**config.mk**
```make
export PLATFORM = sky130hd
export DESIGN_NAME = serial_addersubtractor
export DESIGN_NICKNAME = d
export VERILOG_FILES = /design/src/rtl/serial_addersubtractor_pkg.sv /design/src/rtl/serial_addersubtractor_digit_adder.sv /design/src/rtl/serial_addersubtractor.sv
export SDC_FILE = /design/constraint.sdc
export NUM_CORES = 1
export LEC_CHECK = 0
export ABC_AREA = 1
export BUFFER_PORTS_ARGS = -buffer_cell sky130_fd_sc_hd__buf_2
export CORE_AREA = 2 2 87 89
export CTS_BUF_LIST = sky130_fd_sc_hd__clkbuf_8
export CTS_CLUSTER_DIAMETER = 120
export DETAILED_ROUTE_END_ITERATION = 16
export DIE_AREA = 0 0 89 91
export GPL_ROUTABILITY_DRIVEN = 0
export GPL_TIMING_DRIVEN = 0
export PLACE_DENSITY = 0.7
export SLEW_MARGIN = 30
export SYNTH_ARGS = -nofsm -noshare
export SYNTH_HDL_FRONTEND = slang
export SYNTH_HIERARCHICAL = 1
export SYNTH_SLANG_ARGS = --single-unit
```
**constraint.sdc**
```tcl
create_clock -name clk -period 5.15 [get_ports clk]
set_clock_uncertainty 0.15 [all_clocks]
set_input_delay 0.515 -clock clk [delete_from_list [all_inputs] [get_ports clk]]
set_output_delay 0.515 -clock clk [all_outputs]
set_load 0.05 [all_outputs]
```
**src/rtl/serial_addersubtractor_pkg.sv**
```systemverilog
// Shared constants and elaboration helpers for the digit-serial adder/subtractor.
package serial_addersubtractor_pkg;

   localparam logic [0:0] IDLE = 1'b0;
   localparam logic [0:0] RUN  = 1'b1;

   function automatic int unsigned num_digits(input int unsigned width, input int unsigned digit);
      return width / digit;
   endfunction

   // Counter needs at least one bit even when a single digit covers the word.
   function automatic int unsigned cnt_width(input int unsigned n);
      return (n > 1) ? $clog2(n) : 1;
   endfunction

endpackage

```
**src/rtl/serial_addersubtractor_digit_adder.sv**
```systemverilog
// DIGIT-bit combinational ripple adder built from full-adder cells; also exposes the carry into its top bit.
module digit_adder #(
   parameter int unsigned DIGIT = 4
) (
   input  logic [DIGIT-1:0] a_i,
   input  logic [DIGIT-1:0] b_i,
   input  logic             cin_i,
   output logic [DIGIT-1:0] sum_o,
   output logic             cout_o,
   output logic             cmsb_o
);

   logic [DIGIT:0] c;

   assign c[0] = cin_i;

   for (genvar i = 0; i < DIGIT; i++) begin : g_fa
      assign sum_o[i] = a_i[i] ^ b_i[i] ^ c[i];
      assign c[i+1]   = (a_i[i] & b_i[i]) | (c[i] & (a_i[i] ^ b_i[i]));
   end

   assign cout_o = c[DIGIT];
   assign cmsb_o = c[DIGIT-1];

endmodule

```
**src/rtl/serial_addersubtractor.sv**
```systemverilog
// Digit-serial two's-complement adder/subtractor: one DIGIT-bit ripple stage per cycle, LSB digit first.
module serial_addersubtractor
   import serial_addersubtractor_pkg::*;
#(
   parameter int unsigned WIDTH = 16,
   parameter int unsigned DIGIT = 4
) (
   input  logic             clk,
   input  logic             reset,
   input  logic             start,
   input  logic [WIDTH-1:0] in1,
   input  logic [WIDTH-1:0] in2,
   input  logic             s,
   output logic             busy,
   output logic             done,
   output logic [WIDTH-1:0] out,
   output logic             cout,
   output logic             overflow
);

   localparam int unsigned NUM_DIGITS = num_digits(WIDTH, DIGIT);
   localparam int unsigned CW         = cnt_width(NUM_DIGITS);
   localparam logic [CW-1:0] LAST     = CW'(NUM_DIGITS - 1);

   logic [0:0]       state_q, state_d;
   logic [WIDTH-1:0] a_q, a_d, b_q, b_d, res_q, res_d;
   logic [WIDTH-1:0] out_q, out_d;
   logic [CW-1:0]    cnt_q, cnt_d;
   logic             carry_q, carry_d;
   logic             cout_q, cout_d, ovf_q, ovf_d, done_q, done_d;

   logic [DIGIT-1:0] dig_sum;
   logic             dig_cout, dig_cmsb;

   digit_adder #(.DIGIT(DIGIT)) u_digit (
      .a_i    (a_q[DIGIT-1:0]),
      .b_i    (b_q[DIGIT-1:0]),
      .cin_i  (carry_q),
      .sum_o  (dig_sum),
      .cout_o (dig_cout),
      .cmsb_o (dig_cmsb)
   );

   // Operands shift right and the result fills from the top, so the active digit is always at bit 0.
   always_comb begin
      state_d = state_q;
      a_d     = a_q;
      b_d     = b_q;
      res_d   = res_q;
      cnt_d   = cnt_q;
      carry_d = carry_q;
      out_d   = out_q;
      cout_d  = cout_q;
      ovf_d   = ovf_q;
      done_d  = 1'b0;
      if (state_q == IDLE) begin
         if (start) begin
            a_d     = in1;
            b_d     = in2 ^ {WIDTH{s}};
            carry_d = s;
            cnt_d   = '0;
            state_d = RUN;
         end
      end else begin
         a_d     = a_q >> DIGIT;
         b_d     = b_q >> DIGIT;
         res_d   = (res_q >> DIGIT) | (WIDTH'(dig_sum) << (WIDTH - DIGIT));
         carry_d = dig_cout;
         cnt_d   = cnt_q + 1'b1;
         if (cnt_q == LAST) begin
            out_d   = res_d;
            cout_d  = dig_cout;
            ovf_d   = dig_cmsb ^ dig_cout;
            done_d  = 1'b1;
            cnt_d   = '0;
            state_d = IDLE;
         end
      end
   end

   always_ff @(posedge clk or posedge reset) begin
      if (reset) begin
         state_q <= IDLE;
         a_q     <= '0;
         b_q     <= '0;
         res_q   <= '0;
         cnt_q   <= '0;
         carry_q <= 1'b0;
         out_q   <= '0;
         cout_q  <= 1'b0;
         ovf_q   <= 1'b0;
         done_q  <= 1'b0;
      end else begin
         state_q <= state_d;
         a_q     <= a_d;
         b_q     <= b_d;
         res_q   <= res_d;
         cnt_q   <= cnt_d;
         carry_q <= carry_d;
         out_q   <= out_d;
         cout_q  <= cout_d;
         ovf_q   <= ovf_d;
         done_q  <= done_d;
      end
   end

   assign busy     = (state_q == RUN);
   assign done     = done_q;
   assign out      = out_q;
   assign cout     = cout_q;
   assign overflow = ovf_q;

endmodule

```
==> results of run 1 <==
==> final timing paths <==
path	startpoint	endpoint	slack, ns	cells past startpoint
hold reg to reg	res_q[10]$_DFFE_PP0P_	res_q[6]$_DFFE_PP0P_	0.33	2
hold / removal	reset	res_q[5]$_DFFE_PP0P_	0.02	2
min in group clk	in1[12]	a_q[12]$_DFFE_PP0P_	0.21	3
setup reg to reg	a_q[0]$_DFFE_PP0P_	res_q[15]$_DFFE_PP0P_	2.81	8
setup / recovery	a_q[0]$_DFFE_PP0P_	res_q[15]$_DFFE_PP0P_	2.81	8
max in group asynchronous	reset	a_q[0]$_DFFE_PP0P_	4.31	3
==> critical path, delay by kind of cell, from the launching register on <==
kind	cells	cell delay, ns
AND/OR/NAND/NOR	1	0.08
flip-flops	1	0.39
adder cells (fa/ha/maj)	4	1.37
buffers and inverters	2	0.17
AO/OA/AOI/OAI	1	0.06
==> state kept, by name, indices dropped and copies added (netlist names) <==
register and cells:
done 1, busy 1, a_q 16, cnt_q 2
out 16, b_q 16, res_q 12, carry_q 1
overflow 1, cout 1
==> metrics by stage <==
stage | area (um^2) | instances
6_report | 3750 | 559
5_1_grt | 3750 | 559
4_1_cts | 3750 | 559
3_5_place_dp | 3550 | 543
3_3_place_gp | 3530 | 542
2_1_floorplan | 3140 | 389
==> routing by layer <==
| metal | global-route usage [%] | wire length, um |
|---|---|---|
| met1 | 21.4 | 2830 |
| met4 | 4.48 | 68 |
| met5 | 0 | 0 |
| met2 | 30.4 | 3060 |
| met3 | 5.64 | 325 |
==> cell usage in the layout, fill, tap and decap left out <==
master,Yosys,final
nand3_1,17,17
nand3_2,1,1
buf_8,1,1
buf_6,2,2
nor2_1,1,1
a21oi_1,12,12
inv_1,53,53
clkbuf_8,1,11
fa_1,4,4
nand2_2,1,1
clkinv_2,0,3
bufinv_16,0,1
buf_12,0,1
nor2_8,2,2
clkinvlp_4,0,1
buf_2,9,63
o21ai_0,25,25
inv_4,0,1
ha_1,1,1
dfrtp_1,67,67
nand2_1,184,184
buf_4,5,5
o21ai_1,1,1
inv_2,2,2
==> power by group <==
| group | internal (uW) | total [uW] | switching [uW] |
|---|---|---|---|
| combinational | 253 | 832 | 580 |
| clock | 232 | 429 | 197 |
| sequential | 725 | 826 | 101 |
| total | 1210 | 2090 | 877 |
==> cells by family (layout without fill, tap and decap cells) <==
group,Yosys count,in the layout,share of synthesized area (%)
simple gates,206,206,26.7
buf+inv,73,144,10.9
compound gates,38,38,6.07
fa+ha+maj,5,5,2.95
flops,67,67,53.5
==> layout make-up <==
class | count | share of cell area, %
multi-input cells | 249 | 29.9
clock inverters | 6 | 1.50
flip-flops and latches | 67 | 44.8
repair buffers | 55 | 7.75
clock buffers | 10 | 3.67
well taps | 99 | 3.31
plain buffers | 18 | 3.57
inverters | 55 | 5.58
==> flow_metrics.tcl, run 1 <==
set metrics [dict create \
    p_per_area_mw_per_mm2 557 \
    clkLatencyLatePin_ns 0.34 \
    setup-violations-final 0 \
    hold_viol_final 0 \
    num-fill-cells 743 \
    post-place-ws_ns 2.81 \
    io_buffers 54 \
    drt_iter0_drc 122 \
    fmax_ghz 0.428 \
    vias 2550 \
    grt_usage_pct 17.8 \
    hold_ws_ns 0.0218 \
    drc_errors 0 \
    cts-buffers-inserted 9 \
    clkTransAtPathRegs_ns 0.07 \
    path_class "reg2reg" \
    crit_chain "fa_1, inv_1, fa_1, fa_1, inv_1, fa_1, nand2_1, o21ai_0" \
    peakVddDrop_mv 0.184 \
    period_minus_slack_ns 2.34 \
    multi_input_area_mm2 0.00112 \
    p_total_uw 2090 \
    seq_area_frac_synth_pct 53.5 \
    slowest_stage "fa_1" \
    synth_area_per_cell_um2 8.06 \
    syn_to_final_growth_pct 19.5 \
    layout.nets 496 \
    yosysMostFrequentCell "nand2_1" \
    rsz0062_at_grt "false" \
    dieHeight_um 91 \
    crit_path_end_kind "register" \
    status "finished, final reports clean" \
    syn-num-nets 430 \
    crit_path_frequent_cell "fa_1" \
    worstMarginPinSlew_ns 0.419 \
    coreArea_mm2 0.00714 \
    synth_cell_type_count 19 \
    die_area_mm2 0.00810 \
    maxSlewViolCount 0 \
    min_period_over_period_pct 45.4 \
    cts_sinks 67 \
    antenna_found_initial 0 \
    synthTopCellsByArea "dfrtp_1 53%, nand2_1 22%, inv_1 6.3%, o21ai_0 4.0%, nand3_1 2.7%" \
    register_area_mm2 0.00168 \
    synth_top_area_share_pct 53.5 \
    grt_overflow 0 \
    yosysTopAreaCell "dfrtp_1" \
    maxCapViolCount 0 \
    hpwl_um 4660 \
    root_buffer "clkbuf_8" \
    wl_per_cell_um 11.2 \
    grt_pass1_vias 2551 \
    start_util_pct 43.9 \
    cp_max_fo 3 \
    post_cts.repair.setup_buffers 0 \
    critical_path_arrival_ns 2.41 \
    detail-route-antenna-nets 0 \
    holdBufCountCts 0 \
    grt_max_degree 35 \
    viasPerCell 4.56 \
    dieWidth_um 89 \
    cp_data_required_time_ns 5.22 \
    setup_ws_ns 2.81 \
    synth-main-ff-cell "dfrtp_1" \
    syn_area_mm2 0.00314 \
    yosys_warnings 6 \
    drtPass1Iterations 5 \
    rows 31 \
    ios 56 \
    drt-total-wl_um 6280 \
    synthArstFlopShare_pct 100 \
    synth_edf_count 0 \
    synth_cells 389 \
    synth_seq_cells 67 \
    post_cts_resized 0 \
    htree_levels 3 \
    synth_common_cells "184 x nand2_1, 67 x dfrtp_1, 53 x inv_1" \
    cp-start-kind "register" \
    p_leak_uw 0.00222 \
    tns_ns 0 \
    hp-class "in2async" \
    num_antenna_cells 0 \
    utilization_pct 52.5 \
    cts_buffer_depth 2 \
    drive_gt1_share_pct 20.7 \
    grt_first_pass_wirelength_um 11100 \
    slowest_delay_ns 0.44 \
    slew_headroom_pct 72.0 \
    cts_tree "built" \
]
Note: power is estimated with default switching activity, not from simulation.
==> run 2: changes to the inputs <==
Clock period 5.15 ns to 2.4 ns, I/O delays scaled along.
==> run 2 against run 1 <==
Via count is 2.3% higher. Die area unchanged. Worst hold slack is essentially flat.
==> flow_metrics.tcl, run 2 (synthesized netlist as in run 1, its figures left out) <==
set metrics [dict create \
    startpoint "a_q[0]$_DFFE_PP0P_" \
    setup_ws_ns 0.170 \
    drt_iter0_drc 112 \
    peakVddDrop_mv 0.411 \
    slew_headroom_pct 72.5 \
    clkLatencyLatePin_ns 0.34 \
    path_class "reg2reg" \
    status "finished, final reports clean" \
    wl_per_cell_um 11.2 \
    start_util_pct 43.9 \
    num-fill-cells 722 \
    register_area_mm2 0.00168 \
    drtPass1Iterations 5 \
    post-place-ws_ns 0.0606 \
    dieHeight_um 91 \
    cts_buffer_depth 2 \
    use_met2_pct 31.7 \
    root_buffer "clkbuf_8" \
    slowest_delay_ns 0.44 \
    cp-start-kind "register" \
    p_total_uw 4530 \
    switching_share_pct 41.9 \
    layout_common_cells "184 x nand2_1, 67 x dfrtp_1, 63 x buf_2" \
    sequentialPowerShare_pct 39.1 \
    p_comb_share_pct 40.4 \
    htree_levels 3 \
    setup-violations-final 0 \
    min_period_over_period_pct 92.9 \
    worstMarginPinSlew_ns 0.412 \
    clkTransAtPathRegs_ns 0.07 \
    grt_pass1_vias 2609 \
    drt-total-wl_um 6460 \
    maxSlewViolCount 0 \
    hp-class "in2reg" \
    cp_max_fo 3 \
    drive_gt1_share_pct 20.9 \
    antenna_found_initial 0 \
    num_antenna_cells 0 \
    cp_data_required_time_ns 2.47 \
    p_leak_uw 0.00229 \
    detail-route-antenna-nets 0 \
    cts_sinks 67 \
    cts-buffers-inserted 9 \
    rows 31 \
    coreArea_mm2 0.00714 \
    cts_tree "built" \
    hpwl_um 4660 \
    crit_path_frequent_cell "fa_2" \
    dieWidth_um 89 \
    p_int_uw 2630 \
    grt_overflow 0 \
    critical_path_arrival_ns 2.30 \
    grt_use_met1_pct 21.7 \
    viasPerCell 4.52 \
    period_minus_slack_ns 2.23 \
    vias 2608 \
    layout.nets 514 \
    ios 56 \
    die_area_mm2 0.00810 \
    grt_first_pass_wirelength_um 11400 \
    slowest_stage "fa_2" \
    rsz0062_at_grt "false" \
    io_buffers 54 \
    reg2reg_from "a_q[0]$_DFFE_PP0P_" \
    net-switching-power_uw 1900 \
    crit_path_end_kind "register" \
    multi_input_area_mm2 0.00113 \
    fmax_ghz 0.448 \
    syn_to_final_growth_pct 25.4 \
    crit_chain "fa_1, inv_1, fa_2, fa_2, inv_2, fa_2, nand2_1, o21ai_0" \
    grt_usage_pct 18.2 \
    drc_errors 0 \
    p_per_area_mw_per_mm2 1150 \
    grt_max_degree 35 \
    hold_viol_final 0 \
    maxCapViolCount 0 \
    pwr-share-clk_pct 20.4 \
    busiest_layer "met2" \
    mostFrequentLayoutCell "nand2_1" \
    grtUsageMet3_pct 5.64 \
    worst_hold_startpoint "in2[14]" \
]
-- run 2: worst max-delay path, delay by kind of cell (launching register included) --
family	cells	cell delay [ns]
adders and majority gates	4	1.30
DFF	1	0.39
buffers and inverters	2	0.13
and+or+nand+nor	1	0.07
AOI/OAI and AO/OA	1	0.06
-- run 2: metrics by stage --
step	instances	hold slack (ns)	setup TNS, ns	cell area, um^2	utilization, %
after floorplan	389	0.200	0	3140	-
after CTS	576	0.0128	0	3920	54.9
final	577	0.0214	0	3930	55.1
after detailed placement	543	0.129	0	3550	49.8
after global placement	542	0.286	-30.89	3530	49.5
after global routing	577	0.0482	0	3930	55.1
-- run 2: area by class of cell --
class                      instances  share of cell area, %
timing repair buffer              73                   11.9
buffer                            18                   3.41
inverter                          55                   5.32
multi-input combinational        249                   28.6
sequential                        67                   42.6
clock inverter                     6                   1.43
clock buffer                      10                   3.50
tap                               99                   3.15
-- run 2: power by group through the flow --
stage	Clock [uW]	Combinational (uW)	Sequential [uW]
floorplan	0	936	2200
global placement	0	1760	1780
detailed placement	0	1810	1800
CTS	939	1840	1770
global route	996	2080	1820
finish	926	1830	1770
-- run 2: final timing paths --
path	endpoint	slack [ns]	cells after the start
max reg2reg	res_q[15]$_DFFE_PP0P_	0.17	8
min in group asynchronous	res_q[5]$_DFFE_PP0P_	0.29	3
min reg2reg	res_q[6]$_DFFE_PP0P_	0.32	2
min	b_q[14]$_DFFE_PP0P_	0.02	4
max in group asynchronous	a_q[0]$_DFFE_PP0P_	1.29	4
max	res_q[15]$_DFFE_PP0P_	0.17	8
-- run 2: timing repair --
item                       in CTS  in global routing
hold endpoints to repair       49                  0
hold buffers                   17                  0
resized for setup               0                  4
setup endpoints to repair       0                  3
buffers inserted                0                  1
-- run 2: per-layer routing --
layer,wire length (um),up-vias
met5,0,-
met4,67,0
met3,338,7
met2,3210,58
met1,2840,1208
li1,-,1335
